==> src/rtl/delay_timer_if.sv <==
// Handshake bundle between the display init sequencer (master) and delay_timer (slave).
// The abort signal exists only when DELAY_TIMER_ABORT_EN is defined.
interface delay_timer_if #(
  parameter int DLY_BITS = 16
);
  logic                start;
  logic [DLY_BITS-1:0] delay_in;
  logic                busy;
  logic                done;
  logic                por_done;
  logic [DLY_BITS-1:0] remaining;
`ifdef DELAY_TIMER_ABORT_EN
  logic                abort;

  modport master (output start, delay_in, abort, input busy, done, por_done, remaining);
  modport slave  (input start, delay_in, abort, output busy, done, por_done, remaining);
`else
  modport master (output start, delay_in, input busy, done, por_done, remaining);
  modport slave  (input start, delay_in, output busy, done, por_done, remaining);
`endif
endinterface

==> src/rtl/delay_timer.sv <==
// Prescaled down-counter delay timer: automatic power-on wait, then start/busy/done delays.
// Optional feature macro: DELAY_TIMER_ABORT_EN (adds abort of a running delay).
//
// state   | meaning
// ST_POR  | power-on wait of POR_TICKS ticks after reset, por_done low
// ST_IDLE | ready, prescaler held at 0, start accepted
// ST_RUN  | requested delay counting down, busy high
module delay_timer #(
  parameter int TICK_DIV  = 16000,
  parameter int DLY_BITS  = 16,
  parameter int POR_TICKS = 10
) (
  input  logic          clk,
  input  logic          rst,
  delay_timer_if.slave  bus
);

  localparam int PRE_BITS = (TICK_DIV > 1) ? $clog2(TICK_DIV) : 1;

  typedef enum logic [1:0] {
    ST_POR  = 2'd0,
    ST_IDLE = 2'd1,
    ST_RUN  = 2'd2
  } state_t;

  state_t              state;
  logic [PRE_BITS-1:0] pre_cnt;
  logic [DLY_BITS-1:0] rem_r;
  logic                busy_r;
  logic                done_r;
  logic                por_done_r;
  logic                tick;

  assign tick = (pre_cnt == PRE_BITS'(TICK_DIV - 1));

  always_ff @(posedge clk) begin
    if (!rst) begin
      state      <= ST_POR;
      pre_cnt    <= '0;
      rem_r      <= DLY_BITS'(POR_TICKS);
      busy_r     <= 1'b0;
      done_r     <= 1'b0;
      por_done_r <= 1'b0;
    end else begin
      done_r <= 1'b0;
      case (state)
        ST_POR: begin
          if (rem_r == '0) begin
            // zero-length power-on wait completes on the first active edge
            state      <= ST_IDLE;
            pre_cnt    <= '0;
            por_done_r <= 1'b1;
          end else if (tick) begin
            pre_cnt <= '0;
            rem_r   <= rem_r - DLY_BITS'(1);
            if (rem_r == DLY_BITS'(1)) begin
              state      <= ST_IDLE;
              por_done_r <= 1'b1;
            end
          end else begin
            pre_cnt <= pre_cnt + PRE_BITS'(1);
          end
        end

        ST_IDLE: begin
          pre_cnt <= '0;
          if (bus.start && por_done_r) begin
            rem_r <= bus.delay_in;
            if (bus.delay_in == '0) begin
              done_r <= 1'b1;
            end else begin
              busy_r <= 1'b1;
              state  <= ST_RUN;
            end
          end
        end

        ST_RUN: begin
`ifdef DELAY_TIMER_ABORT_EN
          if (bus.abort) begin
            state   <= ST_IDLE;
            busy_r  <= 1'b0;
            rem_r   <= '0;
            pre_cnt <= '0;
          end else
`endif
          if (tick) begin
            pre_cnt <= '0;
            if (rem_r <= DLY_BITS'(1)) begin
              state  <= ST_IDLE;
              busy_r <= 1'b0;
              done_r <= 1'b1;
              rem_r  <= '0;
            end else begin
              rem_r <= rem_r - DLY_BITS'(1);
            end
          end else begin
            pre_cnt <= pre_cnt + PRE_BITS'(1);
          end
        end

        default: begin
          state   <= ST_POR;
          pre_cnt <= '0;
          rem_r   <= DLY_BITS'(POR_TICKS);
          busy_r  <= 1'b0;
        end
      endcase
    end
  end

  assign bus.busy      = busy_r;
  assign bus.done      = done_r;
  assign bus.por_done  = por_done_r;
  assign bus.remaining = rem_r;

endmodule

==> src/flat_wrapper.sv <==
// flat-port wrapper written by rule: the top's interface ports become plain ports
module delay_timer_flat 
#(
  parameter int TICK_DIV  = 16000,
  parameter int DLY_BITS  = 16,
  parameter int POR_TICKS = 10
)
  (clk, rst, bus_start, bus_delay_in, bus_busy, bus_done, bus_por_done, bus_remaining);
  delay_timer_if #(.DLY_BITS(DLY_BITS)) bus_i ();
  input  logic clk;
  input  logic rst;
  input wire logic [$bits(bus_i.start)-1:0] bus_start;
  input wire logic [$bits(bus_i.delay_in)-1:0] bus_delay_in;
  output wire logic [$bits(bus_i.busy)-1:0] bus_busy;
  output wire logic [$bits(bus_i.done)-1:0] bus_done;
  output wire logic [$bits(bus_i.por_done)-1:0] bus_por_done;
  output wire logic [$bits(bus_i.remaining)-1:0] bus_remaining;
  assign bus_i.start = bus_start;
  assign bus_i.delay_in = bus_delay_in;
  assign bus_busy = bus_i.busy;
  assign bus_done = bus_i.done;
  assign bus_por_done = bus_i.por_done;
  assign bus_remaining = bus_i.remaining;
  delay_timer #(.TICK_DIV(TICK_DIV), .DLY_BITS(DLY_BITS), .POR_TICKS(POR_TICKS)) u_core (.clk(clk), .rst(rst), .bus(bus_i));
endmodule
==> config.mk <==
export PLATFORM = sky130hd
export DESIGN_NAME = delay_timer_flat
export DESIGN_NICKNAME = d
export VERILOG_FILES = /design/src/rtl/delay_timer_if.sv /design/src/rtl/delay_timer.sv /design/src/flat_wrapper.sv
export SDC_FILE = /design/constraint.sdc
export NUM_CORES = 1
export LEC_CHECK = 0
export CAP_MARGIN = 10
export CORE_UTILIZATION = 50
export CTS_BUF_LIST = sky130_fd_sc_hd__clkbuf_8
export DETAILED_ROUTE_END_ITERATION = 10
export HOLD_SLACK_MARGIN = 0.1
export PLACE_DENSITY = 0.88
export SYNTH_ARGS = -nofsm -noshare
export SYNTH_HDL_FRONTEND = slang
export SYNTH_SLANG_ARGS = --single-unit
==> constraint.sdc <==
create_clock -name clk -period 2.9 [get_ports clk]
set_clock_uncertainty 0.05 [all_clocks]
set_input_delay 0.87 -clock clk [delete_from_list [all_inputs] [get_ports clk]]
set_output_delay 0.87 -clock clk [all_outputs]
set_load 0.02 [all_outputs]
### Word level (Yosys, flattened, before mapping)

Cells that the tools add are included.

* bits in registers: 35
* output and inout bits: 19
* logic and storage cells: 62

* $add $sub $neg: 2
* $lt $le $gt $ge: 1
* equality and inequality tests: 12
* muxes and demuxes: 30
* bitwise operators: 1
* reduce and logical (&&, ||, !) cells: 10

Operators with widths (count)
* $mux W16: 5
* $pmux W16 S3: 1
* $logic_not A16 Y1: 2
* $mux W14: 2
* $pmux W14 S2: 1
* $eq A16 B1 Y1 const B: 1
* $le A16 B1 Y1 const B: 1
* $sub A16 B1 Y16 const B: 1
* $add A14 B1 Y14 const B: 1
* $eq A14 B14 Y1 const B: 1
* $mux W2: 7
* $mux W1: 11
* $ne A2 B1 Y1 const B: 4
* $ne A3 B1 Y1 const B: 2
* $pmux W2 S3: 1
* $reduce_and A6 Y1: 1
* $reduce_and A5 Y1: 1
* $ne A2 B2 Y1 const B: 2
* $reduce_and A4 Y1: 1
* $reduce_bool A2 Y1: 2
* $pmux W1 S3: 1
* $reduce_and A3 Y1: 1
* $eq A2 B1 Y1 const B: 1
* $eq A2 B2 Y1 const B: 1
* other kinds (4): 4

### Logic depth before layout (Yosys ltp)

Gate-level depths: netlist of the first run.

* word-level depth: 5
* mapped depth: 9
* gate-level depth less buffers: 8

### Worst setup path before layout of the first run

No wires, ideal clock.

* path type: input-to-reg
* start: in bus_delay_in[14]
* end: reg u_core.state[1]
* arrival time: 2041 ps
* data required time: 2715 ps
* setup slack: 674 ps
* stages: 6
* path buffers: 0
* cells stage by stage: nor4b_1 nand4_1 nor4_1 a2111oi_2 nand3_1 o21ai_0

* word-level cells in the longest chain between the ends: 3

Ends and longest elaborated chain
* from (decl): RTL line flat_wrapper.sv:13 `input wire logic [$bits(bus_i.delay_in)-1:0] bus_delay_in;`
* $logic_not A16 Y1: RTL line delay_timer.sv:69 `if (bus.delay_in == '0) begin`
* $ne A2 B2 Y1 (no line)
* $reduce_and A6 Y1 (no line)
* to (signal assigned): RTL line delay_timer.sv:73 `state <= ST_RUN;`
* to (signal assigned): RTL line delay_timer.sv:90 `state <= ST_IDLE;`
* to (signal assigned): RTL line delay_timer.sv:103 `state <= ST_POR;`
* to (decl): RTL line delay_timer.sv:26 `state_t state;`

Every way passes these cells.
A chain may end at the register's enable or synchronous reset.

### Worst setup path after layout of the first run

* start: in bus_delay_in[10]
* end: reg u_core.state[1]

Same word-level chain as after synthesis.

==> results.md, run 1 <==
- 355.0 nW/um^2 — P per Cell Area
- 35 — post-synthesis register bit count
- 66.22 um — overall die height
- 38 — # IOs
- 0 — total gr overflow
- 66.22 um — die boundary width
- 5377 um — total wire length
- 4 — Max FO, Critical Path
- 0 — remaining antenna violation count
- register — Critical Path End Type
- 2062 um^2 — Syn Std Cell Area
- 35 — sinks on the clock net
- 0 — post-cts gate resize count
- 0 — EDFF count, synth
- 86.50% — final clock period utilization by the worst path
- 0.4113 ns — Hold WS
- 8769 um — global-route wire length before repair
- register to register — path category of the worst min-delay check
- 1918 — vias in the first global route
- 0.5873 ns — transition time at the pin with the least slew margin
- 0% — async set-reset flop share out of synthesis
- 2512 um^2 — Placement Cell Area
- 5 — TritonCTS Buffers
- 9.831% — fraction of final layout cells sized beyond drive strength 1
- 0 — # diodes
- 2 — number of H-tree levels
- 0 — Max Cap Viol
- 2.509 ns — clock period minus worst slack
- 310 — FILL cells
- 2611 um^2 — Finished Cell Area
- 0 — total number of yosys warnings
- input pin — sort of element at the start of the critical path
- 54.28% — starting density of the core
- 6.155 — routed vias/inst
- 0 — buffers inserted during post-CTS setup optimization
- 245.2 uV — Peak supply drop
- 0 — remaining routing DRC violations
- 181 — First DRT Iteration DRCs
- 0 — final slew viol count
- 335 — Placed Instances
- 2.62 ns — critical path data arrival time
- u_core.pre_cnt[0]$_SDFF_PN0_ — hold_sp
- 0.42 ns — R2R Setup Slk
- 398.6 MHz — top achievable clock speed
- 279 — Syn Nets
- sky130_fd_sc_hd__dfxtp_1 — Synth Flop Type
- 60.52% — slew margin rel.
- 3.01 ns — CP required
- 37 — number of I/O port buffers
- 0 ns — post-route setup TNS
- 0.29 ns — clock network latency to the later pin of the worst-skew pair
- 0 — hold buffers post-CTS
- 0.9251 — weighted congestion at the end of routability-driven global placement
- completed — status
- 343 — number of non-filler instances in the completed layout
- 700.7 um^2 — Sequential cell area
- u_core.bus.remaining[3]$_SDFFE_PN1P_ — terminus of the critical flop-to-flop path
- no — RSZ-0062 raised after global routing
- 0 — number of antenna violations at the first check in global routing
- 321 — net total in the final layout
- 0.9563 nW — Pleak
- 2111 — number of vias after detailed routing
- 3799 um^2 — floorplan core area
- 15.68 um — average wire per standard cell
- 252 — synthesized netlist cell count
- clkdlybuf4s50_1 -> nor4_1 -> nand4_1 -> nor4_1 -> buf_4 -> a2111oi_2 -> nand3_1 -> o21ai_0 — worst-path cell chain
- 26.53% — Overall Global Routing Usage
- 0 — number of endpoints failing setup at the final stage
- 4385 um^2 — area enclosed by the die boundary
- 4 — Initial DRT Pass Iterations
- 0.43 ns — maximum single-stage delay on the critical path
- sky130_fd_sc_hd__nor4_1 — most common cell type on the critical path
- u_core.bus.remaining[4]$_SDFFE_PN0P_ — start of the worst register-to-register path
- 54 — Unique masters post-synth
- 3972 um — placed wire-length estimate after detailed placement
- sky130_fd_sc_hd__clkbuf_8 — Root Driver
- u_core.pre_cnt[0]$_SDFF_PN0_ — endpoint with the worst hold slack
- 22 — row cnt
- 2 — buffers from clock root to sink, at most
- 8.182 um^2 — mean instance size in the synthesized netlist
- built — CTS tree
- 0.9269 mW — Power, Total
- 6 — FF-to-FF path depth
- 0 — final hold viol count
- 0.08 ns — clock-pin slew of the registers on the worst-case setup and hold paths
- sky130_fd_sc_hd__clkdlybuf4s50_1 — cell with the largest stage delay on the worst path
- 1 — number of stages on the worst hold path
- 1276 um^2 — multi-input logic area
- 33.98% — proportion of synthesized chip area in sequential cells
- 14 — largest net degree at the start of global routing
- input pin to register — Worst Setup Path Type
- 26.64% — signed area change from the synthesized netlist to the final layout
==> flip-flops by register name (all words and copies together) (netlist names) <==
| name | cells |
|---|---|
| u_core.bus.remaining | 16 |
| u_core.pre_cnt | 14 |
| u_core.bus.por_done | 1 |
| u_core.state | 2 |
| u_core.bus.done | 1 |
| u_core.bus.busy | 1 |
==> how the worst max path moves through the flow <==
stage	end	slack [ns]	cells after the start	from
2_1_floorplan	u_core.state[1]$_SDFFE_PN0P_	0.67	6	bus_delay_in[14]
3_3_place_gp	u_core.bus.busy$_SDFFE_PN0P_	0.24	8	bus_delay_in[10]
3_5_place_dp	u_core.state[1]$_SDFFE_PN0P_	0.15	8	bus_delay_in[14]
4_1_cts	u_core.bus.remaining[3]$_SDFFE_PN1P_	0.44	6	u_core.bus.remaining[4]$_SDFFE_PN0P_
5_1_grt	u_core.bus.busy$_SDFFE_PN0P_	0.17	8	bus_delay_in[14]
6_report	u_core.state[1]$_SDFFE_PN0P_	0.39	8	bus_delay_in[10]
==> cells in the final DEF, fill, tap and decap left out, drive strengths merged, types with 6 or more instances in the layout <==
cell	instances
nand4	6
buf	10
nand2	26
nor4	14
a22o	9
nor2	34
inv	8
dfxtp	35
clkbuf	6
nand3	7
ha	8
o21ai	20
xnor2	7
clkdlybuf4s50	37
==> cell type report <==
class,instances,share of cell area (%)
Clock inverter,2,0.6229
Clock buffer,6,3.162
Inverter,8,1.150
Tap cell,48,2.300
Multi-Input combinational cell,197,48.87
Sequential cell,35,26.83
Timing Repair Buffer,47,17.06
==> Yosys cell counts, types with 3 or more instances <==
cell type                  instances  share of area [%]
sky130_fd_sc_hd__a21oi_1           5                1.2
sky130_fd_sc_hd__a22o_1            9                3.8
sky130_fd_sc_hd__a32oi_1           4                1.7
sky130_fd_sc_hd__clkbuf_1          6                1.1
sky130_fd_sc_hd__dfxtp_1          35                 34
sky130_fd_sc_hd__ha_1              8                4.9
sky130_fd_sc_hd__inv_1             8                1.5
sky130_fd_sc_hd__nand2_1          26                4.7
sky130_fd_sc_hd__nand3_1           7                1.7
sky130_fd_sc_hd__nand4_1           5                1.5
sky130_fd_sc_hd__nor2_1           33                6.0
sky130_fd_sc_hd__nor2b_1           3               0.91
sky130_fd_sc_hd__nor3_1            5                1.2
sky130_fd_sc_hd__nor4_1           10                3.0
sky130_fd_sc_hd__nor4_2            4                2.4
sky130_fd_sc_hd__o21ai_0          18                4.4
sky130_fd_sc_hd__o31ai_1           5                1.8
sky130_fd_sc_hd__xnor2_1           7                3.0
sky130_fd_sc_hd__xor2_1            5                2.1
==> where the power goes <==
group,switching [mW],internal [mW],total (mW)
sequential,0.00289,0.484,0.487
clock,0.191,0.194,0.384
combinational,0.0231,0.0328,0.0559
total,0.217,0.710,0.927
==> worst max-delay path: cells and delay by family <==
family	cells	cell delay [ns]
AO/OA/AOI/OAI	2	0.15
AND/OR/NAND/NOR	4	0.97
buffers and inverters	2	0.63
==> metrics by stage <==
stage / utilization, % / setup WS (ns)
floorplan: - / 0.6744
global placement: 66.14 / 0.2388
detailed placement: 66.14 / 0.1488
CTS: 68.74 / 0.4395
global route: 68.74 / 0.1651
finish: 68.74 / 0.3915
==> cells by family (layout without fill, tap and decap cells) <==
logic type,Yosys count,after routing,share of synthesized area [%]
adders and majority gates,8,8,4.855
and+or+nand+nor,111,111,28.52
muxes,1,1,0.4855
AOI/OAI and AO/OA,65,65,22.94
DFF,35,35,33.98
buffers and inverters,20,63,4.126
xor gates and xnor gates,12,12,5.097
==> routing by layer <==
layer,routed length [um],track usage (%),up-vias
met2,2454,40.43,108
met4,84,12.77,0
met1,2363,34.55,981
met3,476,6.724,7
met5,0,0,-
li1,-,-,1015
Note: power is estimated with default switching activity, not from simulation.
==> inputs of run 2 (changes only) <==
--- a/config.mk
+++ b/config.mk
@@ -6,11 +6,14 @@
 export NUM_CORES = 1
 export LEC_CHECK = 0
 export CAP_MARGIN = 10
+export CORE_ASPECT_RATIO = 1.5
+export CORE_MARGIN = 4
 export CORE_UTILIZATION = 50
 export CTS_BUF_LIST = sky130_fd_sc_hd__clkbuf_8
 export DETAILED_ROUTE_END_ITERATION = 10
 export HOLD_SLACK_MARGIN = 0.1
 export PLACE_DENSITY = 0.88
+export REMOVE_ABC_BUFFERS = 1
 export SYNTH_ARGS = -nofsm -noshare
 export SYNTH_HDL_FRONTEND = slang
 export SYNTH_SLANG_ARGS = --single-unit
==> results.md, run 2 (same netlist as run 1, synthesis figures left out) <==
- 2 — buffers from clock root to sink, at most, unchanged
- 65.02% — slew margin rel., +4.5 points
- 4395 um — placed wire-length estimate after detailed placement, +11%
- 0 — buffers inserted during post-CTS setup optimization, unchanged
- clkdlybuf4s50_1 -> nor4b_1 -> nand4_1 -> nor4_1 -> buf_4 -> a2111oi_2 -> nand3_1 -> o21ai_0 — worst-path cell chain
- 0 — remaining antenna violation count, unchanged
- 4 — Initial DRT Pass Iterations, unchanged
- 0.46 ns — R2R Setup Slk, +0.04 ns
- 38 — # IOs, unchanged
- completed — status
- sky130_fd_sc_hd__clkbuf_8 — Root Driver
- bus_delay_in[14] — Worst setup startpoint
- 16 — flip-flop count of the largest register after layout, unchanged
- built — CTS tree
- 8 — cell depth of the worst setup path, unchanged
- 16 — largest net degree at the start of global routing, +2
- 2 — Critical path buffers and inverters, unchanged
- 0.7948 mW — Power Internal, +12%
- u_core.bus.remaining[13]$_SDFFE_PN0P_ — terminus of the critical flop-to-flop path
- 335.7 uV — Peak supply drop, +37%
- 52.09% — starting density of the core, -2.2 points
- input pin — sort of element at the start of the critical path
- 0 — final slew viol count, unchanged
- 0 — remaining routing DRC violations, unchanged
- 2.566 ns — clock period minus worst slack, +0.05747 ns
- 6074 um — total wire length, +13%
- register to register — path category of the worst min-delay check
- 0.07 ns — clock-pin slew of the registers on the worst-case setup and hold paths, about the same
- 48.5% — fraction of power consumed by sequential logic, -4.0 points
- 389.7 MHz — top achievable clock speed, -2.2%
- simple AND/OR/NAND/NOR gates — CP top delay family
- register — Critical Path End Type
- 0.9567 — weighted congestion at the end of routability-driven global placement, +3.4%
- 3.00 ns — CP required, about the same
- 3959 um^2 — floorplan core area, +4.2%
- 0 — post-cts gate resize count, unchanged
- 0 — number of antenna violations at the first check in global routing, unchanged
- 2113 — vias in the first global route, +10%
- input pin to register — Worst Setup Path Type
- 0.3340 ns — post-layout worst setup margin, -0.05747 ns
- 0 — # diodes, unchanged
- 0.06542 ns — post-place setup slack, -0.08340 ns
- 0.9742 nW — Pleak, +1.9%
- 2.67 ns — critical path data arrival time, +0.05 ns
- u_core.bus.remaining[9]$_SDFFE_PN0P_ — start of the worst register-to-register path
- 2 — number of H-tree levels, unchanged
- 35 — sinks on the clock net, unchanged
- 45.8% — Clk pwr share, +4.3 points
- 322 — net total in the final layout, +0.31%
- 0.3927 ns — Hold WS, -0.01863 ns
- 37 — number of I/O port buffers, unchanged
- 5237 um^2 — area enclosed by the die boundary, +19%
- 6 — FF-to-FF path depth, unchanged
- 9611 um — global-route wire length before repair, +9.6%
- 0.5204 ns — transition time at the pin with the least slew margin, -0.06693 ns
- 6.264 — routed vias/inst, +1.8%
- 24.29% — Overall Global Routing Usage, -2.2 points
- 172 — First DRT Iteration DRCs, -5.0%
- 1.002 mW — Power, Total, +8.1%
- 0.2076 mW — Switch Pwr, -4.1%
- 86.65 um — overall die height, +31%
- 0 — Max Cap Viol, unchanged
- 0 — hold buffers post-CTS, unchanged
- u_core.pre_cnt[0]$_SDFF_PN0_ — hold_sp
- 0 — final hold viol count, unchanged
- 0.30 ns — clock network latency to the later pin of the worst-skew pair, about the same
- 28 — row cnt, +27%
- 0 — total gr overflow, unchanged
- sky130_fd_sc_hd__clkdlybuf4s50_1 — leading cell type in the layout, fill and taps excluded
- 88.48% — final clock period utilization by the worst path, +2.0 points
- sky130_fd_sc_hd__clkdlybuf4s50_1 (37), sky130_fd_sc_hd__dfxtp_1 (35), sky130_fd_sc_hd__nor2_1 (33) — leading cell types in the layout, fill and taps excluded
- 0 — number of endpoints failing setup at the final stage, unchanged
- 60.44 um — die boundary width, -8.7%
- 2136 — number of vias after detailed routing, +1.2%
- 380.6 nW/um^2 — P per Cell Area, +7.2%
- 17.81 um — average wire per standard cell, +14%
- 20.71% — switching part of the total power, -2.7 points
- 5 — TritonCTS Buffers, unchanged
- 10.14% — fraction of final layout cells sized beyond drive strength 1, +0.30 points
- 0 ns — post-route setup TNS, unchanged
- sky130_fd_sc_hd__clkdlybuf4s50_1 — cell with the largest stage delay on the worst path
- 4 — Max FO, Critical Path, unchanged
- 0.43 ns — maximum single-stage delay on the critical path, about the same
- 27.73% — signed area change from the synthesized netlist to the final layout
- 5.7% — Comb pwr share, -0.3 points
- u_core.state[1]$_SDFFE_PN0P_ — worst setup path endpoint
- no — RSZ-0062 raised after global routing
-- run 2: changes by cell type in the layout (fill, tap and decap cells not counted), sizes merged --
cell / before / now
buf: 10 / 11
bufinv: 0 / 1
clkinvlp: 1 / 0
-- run 2: area by class of cell --
cell class,count,area [um^2]
clock buffers,6,82.58
inverters,8,30.03
well taps,45,56.30
multi-input cells,197,1276
fillers,342,1325
repair buffers,48,452.9
flip-flops and latches,35,700.7
clock inverters,2,35.03
-- run 2: worst min path at each step --
stage	to	slack [ns]	depth (start not counted)
after detailed placement	u_core.pre_cnt[0]$_SDFF_PN0_	0.38	1
final	u_core.pre_cnt[0]$_SDFF_PN0_	0.39	1
after floorplan	u_core.pre_cnt[0]$_SDFF_PN0_	0.37	1
after global routing	u_core.pre_cnt[0]$_SDFF_PN0_	0.42	1
after global placement	u_core.pre_cnt[0]$_SDFF_PN0_	0.38	1
after CTS	u_core.pre_cnt[0]$_SDFF_PN0_	0.40	1
-- run 2: power by group through the flow --
stage                     registers [mW]  clock network, mW  logic, mW
final                              0.487              0.459     0.0568
after global routing               0.487              0.481     0.0617
after CTS                          0.487              0.465     0.0564
after detailed placement           0.498                  0     0.0558
after global placement             0.498                  0     0.0545
after floorplan                    0.497                  0     0.0166
-- run 2: per-stage QoR --
step	instance area (um^2)	cells	util [%]
floorplan	2007	240	-
global placement	2516	333	63.56
detailed placement	2516	333	63.56
CTS	2634	341	66.53
global route	2634	341	66.53
finish	2634	341	66.53
-- run 2: per-layer routing --
metal | routed length [um] | vias up | track usage [%]
li1 | - | 1014 | -
met1 | 2275 | 1005 | 24.29
met4 | 294 | 0 | 15.98
met3 | 339 | 27 | 4.918
met5 | 0 | - | 0
met2 | 3165 | 90 | 43.41
